`src/rtl/half_img_merge_pkg.sv`:
```
// Shared definitions for the side-by-side line merger.
// FSM encodings and default pixel width.
package half_img_merge_pkg;

  localparam int PX_WIDTH_DEF = 8;

  localparam logic [1:0] ST_IDLE  = 2'd0;
  localparam logic [1:0] ST_LEFT  = 2'd1;
  localparam logic [1:0] ST_RIGHT = 2'd2;

endpackage

```
`src/rtl/half_img_merge_if.sv`:
```
// Video stream bundle: half-width stereo input,
// full-width merged output.
interface half_img_merge_if #(
  parameter int PX_WIDTH = 8
);

  logic                de_in;
  logic                h_sync_in;
  logic                v_sync_in;
  logic [PX_WIDTH-1:0] pixel_left;
  logic [PX_WIDTH-1:0] pixel_right;

  logic                clk_out;
  logic                de_out;
  logic                h_sync_out;
  logic                v_sync_out;
  logic [PX_WIDTH-1:0] pixel_out;
  logic                overrun;

  modport master (
    output de_in, h_sync_in, v_sync_in,
    output pixel_left, pixel_right,
    input  clk_out, de_out, h_sync_out,
    input  v_sync_out, pixel_out, overrun
  );

  modport slave (
    input  de_in, h_sync_in, v_sync_in,
    input  pixel_left, pixel_right,
    output clk_out, de_out, h_sync_out,
    output v_sync_out, pixel_out, overrun
  );

endinterface

```
`src/rtl/half_img_merge_line_buffer_sdp.sv`:
```
// Simple dual-port line store: one write port,
// one read port with a registered (1 clk) read.
module line_buffer_sdp #(
  parameter int DEPTH  = 400,
  parameter int WIDTH  = 8,
  parameter int ADDR_W = 9
) (
  input  logic              clk,
  input  logic              we,
  input  logic [ADDR_W-1:0] wa,
  input  logic [WIDTH-1:0]  wd,
  input  logic              re,
  input  logic [ADDR_W-1:0] ra,
  output logic [WIDTH-1:0]  rd
);

  logic [WIDTH-1:0] mem [DEPTH];

  always_ff @(posedge clk) begin
    if (we)
      mem[wa] <= wd;
    if (re)
      rd <= mem[ra];
  end

endmodule

```
`src/rtl/half_img_merge.sv`:
```
// Rebuilds a side-by-side line from a stream carrying
// left and right pixels together; right half is replayed.
module half_img_merge
  import half_img_merge_pkg::*;
#(
  parameter int HALF_IMG_W = 400,
  parameter int PX_WIDTH   = PX_WIDTH_DEF,
  parameter int ADDR_W     = 9
) (
  input  logic             clk,
  input  logic             rst,
  half_img_merge_if.slave  vid
);

  localparam int CW = ADDR_W + 1;
  localparam logic [CW-1:0] HALF = CW'(HALF_IMG_W);
  localparam logic [CW-1:0] ONE  = CW'(1);

  logic [1:0]          state;
  logic [CW-1:0]       wr_ptr;
  logic [CW-1:0]       rd_ptr;
  logic [CW-1:0]       len;
  logic                dropped;
  logic                de_q;
  logic                sel_ram;
  logic                ovr_q;
  logic                hs_q;
  logic                vs_q;
  logic [PX_WIDTH-1:0] left_q;
  logic [PX_WIDTH-1:0] ram_q;

  logic                new_line;
  logic [CW-1:0]       wr_base;
  logic                wr_en;
  logic                rd_en;
  logic [ADDR_W-1:0]   rd_addr;
  logic                rd_done;

  // A new line restarts the write pointer even mid-readout.
  always_comb begin
    new_line = vid.de_in && (state != ST_LEFT);
    wr_base  = new_line ? '0 : wr_ptr;
    wr_en    = vid.de_in && (wr_base < HALF);
    rd_done  = (rd_ptr == len);
    rd_addr  = (state == ST_LEFT) ? '0
                                  : rd_ptr[ADDR_W-1:0];
    rd_en    = 1'b0;
    if (!vid.de_in) begin
      if (state == ST_LEFT)
        rd_en = 1'b1;
      else if (state == ST_RIGHT && !rd_done)
        rd_en = 1'b1;
    end
  end

  always_ff @(posedge clk) begin
    if (rst) begin
      state   <= ST_IDLE;
      wr_ptr  <= '0;
      rd_ptr  <= '0;
      len     <= '0;
      dropped <= 1'b0;
      de_q    <= 1'b0;
      sel_ram <= 1'b0;
      ovr_q   <= 1'b0;
      hs_q    <= 1'b0;
      vs_q    <= 1'b0;
      left_q  <= '0;
    end else begin
      hs_q  <= vid.h_sync_in;
      vs_q  <= vid.v_sync_in;
      ovr_q <= 1'b0;
      if (vid.de_in) begin
        state   <= ST_LEFT;
        de_q    <= 1'b1;
        sel_ram <= 1'b0;
        left_q  <= vid.pixel_left;
        rd_ptr  <= '0;
        wr_ptr  <= wr_en ? wr_base + ONE : wr_base;
        if (new_line)
          dropped <= 1'b0;
        // Aborted readout, or first pixel beyond buffer depth.
        if (state == ST_RIGHT && !rd_done) begin
          ovr_q <= 1'b1;
        end else if (!new_line && !wr_en && !dropped) begin
          ovr_q   <= 1'b1;
          dropped <= 1'b1;
        end
      end else begin
        unique case (state)
          ST_LEFT: begin
            len     <= wr_ptr;
            rd_ptr  <= ONE;
            state   <= ST_RIGHT;
            sel_ram <= 1'b1;
            de_q    <= 1'b1;
          end
          ST_RIGHT: begin
            if (rd_done) begin
              state   <= ST_IDLE;
              de_q    <= 1'b0;
              sel_ram <= 1'b0;
              rd_ptr  <= '0;
              wr_ptr  <= '0;
            end else begin
              rd_ptr <= rd_ptr + ONE;
            end
          end
          default: begin
            state   <= ST_IDLE;
            de_q    <= 1'b0;
            sel_ram <= 1'b0;
          end
        endcase
      end
    end
  end

  line_buffer_sdp #(
    .DEPTH  (HALF_IMG_W),
    .WIDTH  (PX_WIDTH),
    .ADDR_W (ADDR_W)
  ) u_buf (
    .clk (clk),
    .we  (wr_en),
    .wa  (wr_base[ADDR_W-1:0]),
    .wd  (vid.pixel_right),
    .re  (rd_en),
    .ra  (rd_addr),
    .rd  (ram_q)
  );

  assign vid.clk_out    = clk;
  assign vid.de_out     = de_q;
  assign vid.h_sync_out = hs_q;
  assign vid.v_sync_out = vs_q;
  assign vid.overrun    = ovr_q;
  assign vid.pixel_out  = !de_q   ? '0
                        : sel_ram ? ram_q
                                  : left_q;

endmodule

```
`src/flat_wrapper.sv`:
```
// flat-port wrapper written by rule: the top's interface ports become plain ports
module half_img_merge_flat import half_img_merge_pkg::*;
#(
  parameter int HALF_IMG_W = 400,
  parameter int PX_WIDTH   = PX_WIDTH_DEF,
  parameter int ADDR_W     = 9
)
  (clk, rst, vid_de_in, vid_h_sync_in, vid_v_sync_in, vid_pixel_left, vid_pixel_right, vid_clk_out, vid_de_out, vid_h_sync_out, vid_v_sync_out, vid_pixel_out, vid_overrun);
  half_img_merge_if #(.PX_WIDTH(PX_WIDTH)) vid_i ();
  input  logic clk;
  input  logic rst;
  input wire logic [$bits(vid_i.de_in)-1:0] vid_de_in;
  input wire logic [$bits(vid_i.h_sync_in)-1:0] vid_h_sync_in;
  input wire logic [$bits(vid_i.v_sync_in)-1:0] vid_v_sync_in;
  input wire logic [$bits(vid_i.pixel_left)-1:0] vid_pixel_left;
  input wire logic [$bits(vid_i.pixel_right)-1:0] vid_pixel_right;
  output wire logic [$bits(vid_i.clk_out)-1:0] vid_clk_out;
  output wire logic [$bits(vid_i.de_out)-1:0] vid_de_out;
  output wire logic [$bits(vid_i.h_sync_out)-1:0] vid_h_sync_out;
  output wire logic [$bits(vid_i.v_sync_out)-1:0] vid_v_sync_out;
  output wire logic [$bits(vid_i.pixel_out)-1:0] vid_pixel_out;
  output wire logic [$bits(vid_i.overrun)-1:0] vid_overrun;
  assign vid_i.de_in = vid_de_in;
  assign vid_i.h_sync_in = vid_h_sync_in;
  assign vid_i.v_sync_in = vid_v_sync_in;
  assign vid_i.pixel_left = vid_pixel_left;
  assign vid_i.pixel_right = vid_pixel_right;
  assign vid_clk_out = vid_i.clk_out;
  assign vid_de_out = vid_i.de_out;
  assign vid_h_sync_out = vid_i.h_sync_out;
  assign vid_v_sync_out = vid_i.v_sync_out;
  assign vid_pixel_out = vid_i.pixel_out;
  assign vid_overrun = vid_i.overrun;
  half_img_merge #(.HALF_IMG_W(HALF_IMG_W), .PX_WIDTH(PX_WIDTH), .ADDR_W(ADDR_W)) u_core (.clk(clk), .rst(rst), .vid(vid_i));
endmodule
```
`config.mk`:
```
export PLATFORM = sky130hd
export DESIGN_NAME = half_img_merge_flat
export DESIGN_NICKNAME = d
export VERILOG_FILES = /design/src/rtl/half_img_merge_pkg.sv /design/src/rtl/half_img_merge_if.sv /design/src/rtl/half_img_merge_line_buffer_sdp.sv /design/src/rtl/half_img_merge.sv /design/src/flat_wrapper.sv
export SDC_FILE = /design/constraint.sdc
export NUM_CORES = 2
export LEC_CHECK = 0
export CAP_MARGIN = 25
export CORE_MARGIN = 2
export CORE_UTILIZATION = 55
export CTS_BUF_LIST = sky130_fd_sc_hd__clkbuf_4
export DETAILED_ROUTE_END_ITERATION = 10
export MAX_ROUTING_LAYER = met4
export PLACE_DENSITY = 0.73
export SYNTH_ARGS = -nofsm -noshare
export SYNTH_HDL_FRONTEND = slang
export SYNTH_SLANG_ARGS = --single-unit
```
`constraint.sdc`:
```
create_clock -name clk -period 3.6 [get_ports clk]
set_input_delay 0.54 -clock clk [delete_from_list [all_inputs] [get_ports clk]]
set_output_delay 0.54 -clock clk [all_outputs]
set_load 0.05 [all_outputs]
```
Word-level counts from Yosys, hierarchy flattened. Memories as Yosys holds them, arrays and structs flattened. A register that Yosys moved wholly into a read port is not among the register bits. Index checks and enable logic that the tools add are counted.

$add $sub $neg: 2. Magnitude comparators: 1. Equal/unequal tests: 6. Multiplexer cells: 26. Bitwise logic cells: 1. Reduce and logical (&&, ||, !) cells: 16.

Operators with widths (count): two-way mux 10 bit (6); adder 10 x 1 -> 10 bit, second input constant (2); one-hot mux 10 bit (2 select lines) (1); two-way mux 8 bit (2); two-way mux 1 bit (13); equality test 10 bit (1); < comparator 10 x 9 -> 1 bit, second input constant (1); two-way mux 9 bit (1); nonzero test 2 bit (3); logical AND 1 bit (5); zero test 1 bit (4); inequality test 2 x 1 -> 1 bit, second input constant (2); one-hot mux 2 bit (2 select lines) (1); AND reduction 2 bit (2); OR reduction 2 bit (2); inequality test 3 x 2 -> 1 bit, second input constant (1); equality test 2 x 1 -> 1 bit, second input constant (1); equality test 2 bit, second input constant (1); two-way mux 2 bit (1); one-hot mux 1 bit (2 select lines) (1); NOT 1 bit (1).

Register bits: 46. Bits in writable memories: 3200. Output and inout port bits: 13. Logic and storage cells: 65. Memories: 1.

Memories: u_core.u_buf.mem (words 400, width 8, read ports 1, clocked after Yosys merged registers in 1, wr ports 1, line half_img_merge_line_buffer_sdp.sv:17) `logic [WIDTH-1:0] mem [DEPTH];`.

Depth between registers and ports, before layout.
Depth after elaboration: 10. Depth in mapped cells: 17.

Hierarchy. A second synthesis with hierarchy kept.

Cells, all modules: 6199. Area, all modules: 127293.3 um2.

By module, submodules not included: line_buffer_sdp (times used 1, cells each 5915, area an instance 124923.6 um2, sequential area each 96332.4 um2); half_img_merge (times used 1, cells each 284, area an instance 2369.8 um2, sequential area each 900.9 um2).

==> run metrics <==
Total Routing Usage GR a little over a third; initial antenna violation count 23; DIE AREA approximately 240000 um^2; largest net degree at the start of global routing between 100 and 150; PortBufs 33; Post-DP Area between 100000 and 150000 um^2; design area ~150000 um^2; CTS clk-pin slew, worst paths 0.06 ns; post-synthesis sequential area ratio between 70% and 80%; M1 GR Usage approximately 45%; kind of critical path flop to flop; yosys warns 0; worst setup margin -0.0597 ns; DRC viols 0; failing checks setup timing; total length of routed wires 409000 um; GR Util met3 10.4%; Post-DP HPWL roughly 250000 um; hold path cells 2; syn nets ~8000; vias per cell ~6.7; transition time at the pin with the least slew margin 1.09 ns; share of layout cells above drive strength 1 between 20% and 30%; fill cell count roughly 16000; Detail Route Antenna Nets 0; Setup-failing EPs final 5; CTS tree done; vias in the first global route between 80000 and 90000; area delta synth->final 17.2%; crit end category flop; FF-to-FF path depth 14; PD cells around 490 nW/um^2; Clock Latency Late Sink roughly 1.7 ns; Die X 486 um; Initial Util roughly 55%; clock period minus worst slack ~3.7 ns; Yosys reg bits between 3000 and 4000; core area approximately 230000 um^2; critical path arrival between 5 and 6 ns; Avg WL per Cell approximately 32 um; Row Count ~180; Peak Freq about 270 MHz; grt met2 use approximately half; RSZ-0062 raised after global routing yes; top_reg_cell synth edfxtp_1; Slew Viols, Final 0; worst slew margin relative to its limit between 20% and 30%; GR peak layer met2; post-route clock period utilization 102%; RePlAce Congestion about 0.96; first-pass GRT wire length ~580000 um; fin nets approximately 9300; Syn Inst Count ~8000; drt pass-1 iters 6; Die H between 400 and 500 um; setup tns final -0.172 ns; crit-path max FO 26; Mapped Avg Cell Area roughly 16 um^2; Ports 34; Clock Skew 0.112 ns; grt ovf 0; post-synthesis cell area 128000 um^2; worst path required time between 5 and 6 ns; outcome complete, but fails checks; Max-cap violations 0; HP Class input port to flop; DR vias approximately 86000; DR iter-0 viols between 10000 and 15000; EDFF count, synth ~3200; Startpoint Class flop; Final Hold Viols 0; leakage 50.2 nW; Peak supply drop roughly 340 uV; async set or reset register ratio after synthesis 0%; Distinct cells, synth 90
-- final timing paths --
kind	from	end	slack, ns
worst max register to register	u_core.sel_ram	u_core.u_buf.rd[7]	-0.06
worst min register to register	u_core.wr_ptr[0]	u_core.len[0]	0.47
worst max-delay path	u_core.sel_ram	u_core.u_buf.rd[7]	-0.06
worst min-delay path	vid_pixel_right[6]	u_core.u_buf.mem[245][6]	0.06
-- layer usage --
layer  wire (um)  vias to the layer above  share of wire, %
met5           0                        -                 0
met4       24000                        0               5.9
met3       60700                     1246                15
met2      184000                     7588                45
met1      141000                    42200                34
li1            -                    35000                 -
-- logic make-up (layout without fill, tap and decap cells) --
| family | after synthesis | count (layout) | synth area share [%] |
|---|---|---|---|
| DFF | 3253 | 3253 | 76.0 |
| AOI/OAI and AO/OA | 1774 | 1774 | 9.45 |
| and+or+nand+nor | 1677 | 1677 | 5.60 |
| muxes | 642 | 642 | 6.31 |
| buffers and inverters | 611 | 2489 | 2.45 |
| xor gates and xnor gates | 18 | 18 | 0.123 |
| adders and majority gates | 7 | 7 | 0.0684 |
| other | 0 | 30 | 0 |
-- synthesized netlist by cell type, drive strengths merged (8+ instances only) --
cell type	n	share of area, %
edfxtp	3208	75
o21ai	235	0.92
nand3	101	0.40
or4	8	0.047
a31oi	52	0.25
mux4	125	2.2
o311ai	23	0.16
o22ai	333	1.6
a22oi	23	0.13
a221oi	70	0.49
mux2i	449	3.5
o2111ai	11	0.075
inv	9	0.026
a32oi	11	0.075
mux2	68	0.60
clkbuf	243	0.71
o211ai	48	0.28
a221o	13	0.10
a211oi	136	0.80
nor3b	22	0.13
a21oi	388	1.5
nand2	732	2.1
nor4	55	0.27
o22a	8	0.055
o32ai	10	0.068
a21o	8	0.047
nand4	17	0.083
and2	13	0.064
xor2	8	0.055
dfxtp	45	0.70
buf	359	1.7
a2bb2oi	11	0.075
o221a	18	0.16
xnor2	10	0.068
o221ai	267	1.8
nor3	89	0.35
nand2b	12	0.065
or2	12	0.059
a311oi	42	0.29
nor2b	62	0.30
o31ai	9	0.053
nor2	533	1.6
-- report_power, final --
part | internal [mW] | total (mW) | switching [mW]
combinational | 0.728 | 2.42 | 1.69
sequential | 41.6 | 41.6 | 0.0211
clock | 14.6 | 29.1 | 14.5
-- critical path, stage by stage (launching register included) --
cell and delay [ns]:
dfxtp_1 0.33, inv_1 0.08, ha_4 0.21, buf_4 0.17
nor2b_4 0.13, buf_12 0.27, nor2_4 0.09, buf_12 0.18
nand2_1 0.10, o221ai_1 0.21, o21ai_0 0.56, nand4_1 0.39
a211oi_1 0.43, buf_4 0.19, o211a_1 0.13
-- layout by cell type, fill, tap and decap left out, types with 12 or more instances in the layout --
cell / netlist / final
o221ai_1: 267 / 261
nor2b_1: 62 / 56
nand4_1: 17 / 17
buf_12: 5 / 167
mux2_2: 68 / 68
nor2_1: 531 / 522
and2_1: 12 / 12
o22ai_1: 333 / 331
dlygate4sd3_1: 0 / 47
nor4_1: 55 / 49
o221a_2: 16 / 16
nor3_1: 89 / 87
diode_2: 0 / 30
nand3_1: 101 / 89
nand3_2: 0 / 12
nand2_1: 732 / 723
clkinv_2: 0 / 13
clkinv_1: 0 / 170
a22oi_1: 23 / 19
a31oi_1: 52 / 51
o211ai_1: 48 / 48
mux2i_1: 449 / 448
a221o_1: 13 / 13
a211oi_1: 136 / 132
clkbuf_4: 0 / 1130
edfxtp_1: 3208 / 3208
a21oi_1: 388 / 386
o311ai_0: 22 / 14
mux4_2: 125 / 125
nor3b_1: 22 / 18
clkdlybuf4s50_1: 0 / 16
a311oi_1: 41 / 40
o21ai_0: 233 / 228
dfxtp_1: 45 / 42
buf_4: 85 / 877
a221oi_1: 68 / 67
-- flip-flops by register name (all words and copies together), names as in the netlist, 8 cells and up --
name              flops
u_core.u_buf.mem   3200
u_core.left_q         8
u_core.len           10
u_core.wr_ptr        10
u_core.rd_ptr        10
u_core.u_buf.rd       8
-- through the flow --
step	setup slack (ns)	hold slack [ns]	std cells	utilization [%]	total power [mW]
6_report	-0.0597	0.0637	12900	64.7	73.1
5_1_grt	-0.0699	0.0761	12900	64.6	75.2
4_1_cts	-0.0804	0.00342	12900	64.4	73.2
3_5_place_dp	-0.654	0.463	11500	60.0	44.7
3_3_place_gp	-0.576	0.458	11500	59.9	44.6
2_1_floorplan	0.217	0.440	7982	-	43.4
-- final cells by class --
type	instances	area, um^2	area share [%]
flip-flops and latches	3253	97200	64.9
repair buffers	1141	11100	7.43
well taps	3043	3810	2.54
diodes	30	75.1	0.0501
clock inverters	208	950	0.633
multi-input cells	4118	28200	18.8
clock buffers	1131	8490	5.67
inverters	9	43.8	0.0292
-- repair_timing --
| action | CTS | global route |
|---|---|---|
| setup endpoints to repair | 17 | 41 |
| hold buffers | 50 | 0 |
| pin swaps | 4 | 16 |
| resized for setup | 35 | 68 |
| endpoints found under the hold margin | 3210 | 0 |
| gates cloned | 3 | 3 |
| buffers inserted | 13 | 19 |
Note: power is estimated with default switching activity, not from simulation.
